--- src/rtl/mem_dma.sv ---
`timescale 1ns/1ps
// mem_dma: single-channel word copy engine. Reads a word, writes it back out, and repeats
// over a simple valid/ready bus, with abort, misalignment and per-transaction timeout handling.
module mem_dma #(
    parameter int unsigned TIMEOUT = 1024
) (
    input  logic        clk,
    input  logic        resetn,
    input  logic        start,
    input  logic        abort,
    input  logic [31:0] src_addr,
    input  logic [31:0] dst_addr,
    input  logic [15:0] len,
    output logic        busy,
    output logic        done,
    output logic        error,
    output logic [15:0] words_done,
    output logic        mem_valid,
    output logic [31:0] mem_addr,
    output logic [31:0] mem_wdata,
    output logic [3:0]  mem_wstrb,
    input  logic        mem_ready,
    input  logic [31:0] mem_rdata
);

    typedef enum logic [2:0] {IDLE, READ, WRITE, GAP, FIN} state_t;

    state_t      state_q;
    logic [31:0] src_q, dst_q, data_q, addr_q, wdata_q, tmo_q;
    logic [15:0] len_q, words_q;
    logic [3:0]  wstrb_q;
    logic        valid_q, error_q, abort_q;

    logic [31:0] src_d, dst_d;
    logic [15:0] words_d;
    logic        tmo_hit_d, stop_d;

    always_comb begin
        src_d     = src_q + 32'd4;
        dst_d     = dst_q + 32'd4;
        words_d   = words_q + 16'd1;
        tmo_hit_d = (TIMEOUT != 0) && (tmo_q == TIMEOUT - 1);
        stop_d    = (words_q == len_q) || abort_q || abort;
    end

    // The held write strobe doubles as the read/write phase marker while in GAP.
    always_ff @(posedge clk or negedge resetn) begin
        if (!resetn) begin
            state_q <= IDLE;
            src_q   <= '0;
            dst_q   <= '0;
            data_q  <= '0;
            len_q   <= '0;
            words_q <= '0;
            addr_q  <= '0;
            wdata_q <= '0;
            wstrb_q <= '0;
            valid_q <= 1'b0;
            error_q <= 1'b0;
            abort_q <= 1'b0;
            tmo_q   <= '0;
        end else begin
            case (state_q)
                IDLE: begin
                    if (start) begin
                        src_q   <= src_addr;
                        dst_q   <= dst_addr;
                        len_q   <= len;
                        words_q <= '0;
                        error_q <= 1'b0;
                        abort_q <= 1'b0;
                        if (len == 16'd0) begin
                            state_q <= FIN;
                        end else if ((src_addr[1:0] != 2'b00) || (dst_addr[1:0] != 2'b00)) begin
                            error_q <= 1'b1;
                            state_q <= FIN;
                        end else begin
                            valid_q <= 1'b1;
                            addr_q  <= src_addr;
                            wstrb_q <= 4'h0;
                            tmo_q   <= '0;
                            state_q <= READ;
                        end
                    end
                end
                READ, WRITE: begin
                    if (abort) abort_q <= 1'b1;
                    if (mem_ready) begin
                        valid_q <= 1'b0;
                        state_q <= GAP;
                        if (state_q == READ) begin
                            data_q <= mem_rdata;
                            src_q  <= src_d;
                        end else begin
                            dst_q   <= dst_d;
                            words_q <= words_d;
                        end
                    end else if (tmo_hit_d) begin
                        valid_q <= 1'b0;
                        error_q <= 1'b1;
                        state_q <= FIN;
                    end else begin
                        tmo_q <= tmo_q + 32'd1;
                    end
                end
                GAP: begin
                    if (abort) abort_q <= 1'b1;
                    if (wstrb_q == 4'h0) begin
                        valid_q <= 1'b1;
                        addr_q  <= dst_q;
                        wdata_q <= data_q;
                        wstrb_q <= 4'hF;
                        tmo_q   <= '0;
                        state_q <= WRITE;
                    end else if (stop_d) begin
                        state_q <= FIN;
                    end else begin
                        valid_q <= 1'b1;
                        addr_q  <= src_q;
                        wstrb_q <= 4'h0;
                        tmo_q   <= '0;
                        state_q <= READ;
                    end
                end
                FIN:     state_q <= IDLE;
                default: state_q <= IDLE;
            endcase
        end
    end

    assign busy       = (state_q != IDLE);
    assign done       = (state_q == FIN);
    assign error      = error_q;
    assign words_done = words_q;
    assign mem_valid  = valid_q;
    assign mem_addr   = addr_q;
    assign mem_wdata  = wdata_q;
    assign mem_wstrb  = wstrb_q;

endmodule

--- config.mk ---
export PLATFORM = sky130hd
export DESIGN_NAME = mem_dma
export DESIGN_NICKNAME = d
export VERILOG_FILES = /design/src/rtl/mem_dma.sv
export SDC_FILE = /design/constraint.sdc
export NUM_CORES = 1
export LEC_CHECK = 0
export BUFFER_PORTS_ARGS = -buffer_cell sky130_fd_sc_hd__buf_2
export CAP_MARGIN = 30
export CORE_MARGIN = 2
export CORE_UTILIZATION = 35
export CTS_CLUSTER_SIZE = 24
export DETAILED_ROUTE_END_ITERATION = 6
export HOLD_SLACK_MARGIN = 0.03
export PLACE_DENSITY = 0.63
export SLEW_MARGIN = 20
export SYNTH_ARGS = -nofsm -noshare
export SYNTH_HDL_FRONTEND = slang
export SYNTH_SLANG_ARGS = --single-unit
--- constraint.sdc ---
create_clock -name clk -period 2.59 [get_ports clk]
set_input_delay 0.6475 -clock clk [delete_from_list [all_inputs] [get_ports clk]]
set_output_delay 0.6475 -clock clk [all_outputs]
set_load 0.05 [all_outputs]
==> impl_metrics.py <==
metrics = {
    "synthesis": {
        "post_synthesis_share_of_cell_area_spent_on_xor_and_xnor_gates_pct": 3.35,
        "syn-mean-instance-area_sq_um": 9.43,
        "main_combinational_cell_family_by_area_after_synthesis": "simple AND/OR/NAND/NOR gates",
        "post_synth_mux_area_share_pct": 9.18,
        "postSynthNetCount": 1370,
        "dominantRegCellSynth": "dfrtp_1",
        "cell_area_after_synthesis_sq_mm": 0.0118,
        "synth-adder-area-share_pct": 0.425,
        "synth-compound-area-share_pct": 14.1,
        "synthDistinctLibCells": 70,
        "edff_count_synth": 0,
        "async_reset_ff_share_pct": 100,
        "synthesis.instances": 1249,
        "ys_seq_area_share_pct": 49.1,
        "ys_warn_count": 0,
        "basic_gate_share_of_the_synthesized_area_counting_and_or_nand_and_nor_cells_pct": 20.3,
        "ys_seq_elements": 231,
    },
    "grt": {
        "grt_pass1_wl_microns": 54200,
        "grtUsageTotal_pct": 18.9,
        "grt_pass1_vias": 10091,
        "gr-total-overflow": 0,
        "grt_antenna_before_repair": 6,
        "grt_max_degree": 65,
    },
    "clock_network": {
        "cts-hold-fix-buffers": 0,
        "clock_tree.buffer_depth": 3,
        "clk_latency_ns": 0.55,
        "cts.root.buffer_cell": "clkbuf_16",
        "clk_pin_slew_ns": 0.06,
        "tritoncts": "built",
        "clock_sinks": 231,
        "h-tree-depth": 1,
        "numCtsBuffers": 27,
    },
    "pwr": {
        "leak_nw": 6.63,
        "vdd.ir_drop.worst_v": 0.000649,
        "power_density_mw_per_mm2": 1010,
    },
    "setup_path": {
        "path_cells": "or3_4, buf_2",
        "worst-path-max-fanout": 9,
        "timing.setup.critical_path_class": "reg2out",
        "critical_path.slowest_cell": "dfrtp_1",
        "worst_setup_path_start_kind": "register",
        "critical-path-top-delay-family": "flip-flops",
        "worst-endpoint-arrival_ns": 1.75,
        "critical_path_buf_inv_count": 1,
        "required_ns": 1.94,
        "critPathCaptureType": "output pin",
        "cp_slowest_stage_delay_ns": 0.51,
        "regToRegStartpoint": "dst_q[2]$_DFFE_PN0P_",
        "ff2ff_path_depth": 8,
        "timing.rr.end": "dst_q[22]$_DFFE_PN0P_",
        "setup.reg_to_reg.worst_slack_ns": 0.21,
    },
    "sta": {
        "largest_clock_skew_in_the_final_design_ns": 0.00977,
        "worst_setup_slack_final_ns": 0.189,
        "grt_setup_unrepaired": "false",
        "slew_headroom_pct": 45.0,
        "final-hold-violation-count": 0,
        "finalWorstPathRequiredPeriod_ns": 2.40,
        "max_slew.worst_pin.slew_ns": 0.821,
        "drv_slew": 0,
        "totalNegativeSetupSlack_ns": 0,
        "period_share_pct": 92.7,
        "worst_hold_slack_after_final_layout_ns": 0.0351,
        "max_freq_mhz": 416,
        "setup_viol": 0,
    },
    "route": {
        "met3WireLength_microns": 2800,
        "drt.antenna.violating_nets": 0,
        "drt_drc_violations_left": 0,
        "met2_wl_microns": 14600,
        "detail_route.first_pass.iterations": 7,
        "first_iter_violations": 681,
        "wl_per_cell_microns": 17.3,
        "vias": 10298,
        "route.detailed.vias_per_inst": 5.34,
        "top_signal_layer_used": "met5",
        "wl_microns": 33500,
        "routedLengthMet1_microns": 15100,
    },
    "layout": {
        "number_of_filler_instances_in_the_final_layout": 3337,
        "layout.cells.most_common": "dfrtp_1",
        "mostFrequentLayoutCells": "230 x dfrtp_1, 203 x buf_2, 164 x nand2_1",
        "finalInstanceArea_sq_mm": 0.0146,
        "drive_above_1_share_pct": 26.8,
        "final_net_count": 1580,
        "areaGrowthSynthToFinish_pct": 23.6,
    },
    "flow_run": {
        "max-cap-violations": 0,
    },
    "floorplan": {
        "die_width_microns": 187,
        "floorplan.core_area_sq_mm": 0.0334,
        "floorplan.die_area_sq_mm": 0.0351,
        "placement_rows": 67,
        "initial_utilization_pct": 35.3,
        "floorplan.io_pins": 205,
        "floorplan.die.height_microns": 187,
    },
    "placement": {
        "final_weighted_congestion_of_routability_driven_global_placement": 0.886,
        "place_hpwl_microns": 23800,
        "placed_cell_area_sq_mm": 0.0136,
        "post_placement_setup_slack_ns": 0.0948,
        "port-buffer-count": 204,
    },
    "worst_hold_path": {
        "min-delay-path-class": "in2async",
    },
    "status": {
        "run_status": "completed",
    },
}
## final cells by class
class,instances,area (sq um),area share (%)
sequential,231,5780,39.7
multi-input combinational,924,5620,38.6
timing repair buffer,258,1570,10.8
clock buffer,39,781,5.36
tap,448,561,3.85
clock inverter,11,165,1.13
inverter,17,63.8,0.438
antenna,2,5.00,0.0344
## worst reg2reg max path, stage by stage, from the launching register on
cell	delay, ns
dfrtp_1	0.44
ha_1	0.23
nand3_1	0.14
or3_1	0.53
nand2b_1	0.29
nor3_1	0.28
and2_1	0.19
xnor2_1	0.11
o21ai_1	0.07
## repair_timing
action                     CTS  global route
setup endpoints to repair    1             4
setup buffers                0             2
hold endpoints to repair     0             0
pin swaps                    0             2
gates resized for setup      1             1
## per-layer routing
metal	GRT usage (%)	vias up
met5	0	-
met4	5.24	8
met3	5.59	66
met2	29.0	354
met1	26.0	4991
li1	-	4879
## synthesized netlist by cell type, types with 19 or more instances
library cell | number | share of area [%]
o21ai_1 | 35 | 1.5
xor2_1 | 32 | 2.4
mux2i_1 | 36 | 3.1
a21oi_1 | 123 | 5.2
o21ai_0 | 59 | 2.5
nand2_1 | 164 | 5.2
clkbuf_1 | 39 | 1.2
buf_2 | 25 | 1.1
nand3_1 | 65 | 2.8
dfrtp_1 | 231 | 49
nand4_1 | 19 | 1.0
mux2_2 | 60 | 5.7
o22ai_1 | 23 | 1.2
nor2_1 | 120 | 3.8
## worst max path at each step
stage / start / end / depth (start not counted) / slack (ns)
floorplan: state_q[2]$_DFFE_PN0P_ / done / 2 / 0.19
global placement: src_addr[0] / tmo_q[25]$_DFFE_PN0P_ / 9 / 0.10
detailed placement: src_addr[0] / tmo_q[25]$_DFFE_PN0P_ / 9 / 0.09
CTS: state_q[1]$_DFFE_PN0P_ / done / 2 / 0.16
global route: tmo_q[0]$_DFFE_PN0P_ / mem_valid$_DFFE_PN0P_ / 9 / 0.009
finish: state_q[1]$_DFFE_PN0P_ / busy / 2 / 0.19
## flip-flops by register name (all words and copies together), names as in the netlist
register / cells
dst_q: 32
error: 1
tmo_q: 32
mem_wstrb: 1
data_q: 32
len_q: 16
mem_wdata: 32
mem_addr: 32
src_q: 32
mem_valid: 1
abort_q: 1
words_done: 16
state_q: 3
## logic make-up after synthesis
| family | Yosys count |
|---|---|
| AND/OR/NAND/NOR | 485 |
| AO/OA/AOI/OAI | 290 |
| multiplexers | 100 |
| buffers and inverters | 94 |
| adder cells (fa/ha/maj) | 4 |
| XOR/XNOR | 45 |
| flip-flops | 231 |
## stage by stage
stage / std cells / power (mW) / util [%]
floorplan: 1249 / 9.08 / -
global placement: 1876 / 10.5 / 40.7
detailed placement: 1876 / 10.7 / 40.7
CTS: 1926 / 14.7 / 43.5
global route: 1928 / 15.5 / 43.6
finish: 1930 / 14.6 / 43.6
## report_power, final
| part | total (mW) | switching [mW] | internal [mW] | leakage, nW |
|---|---|---|---|---|
| logic | 4.80 | 3.15 | 1.66 | 3.24 |
| clock network | 4.03 | 1.54 | 2.49 | 0.464 |
| registers | 5.81 | 1.01 | 4.79 | 2.92 |
Note: power is estimated with default switching activity, not from simulation.
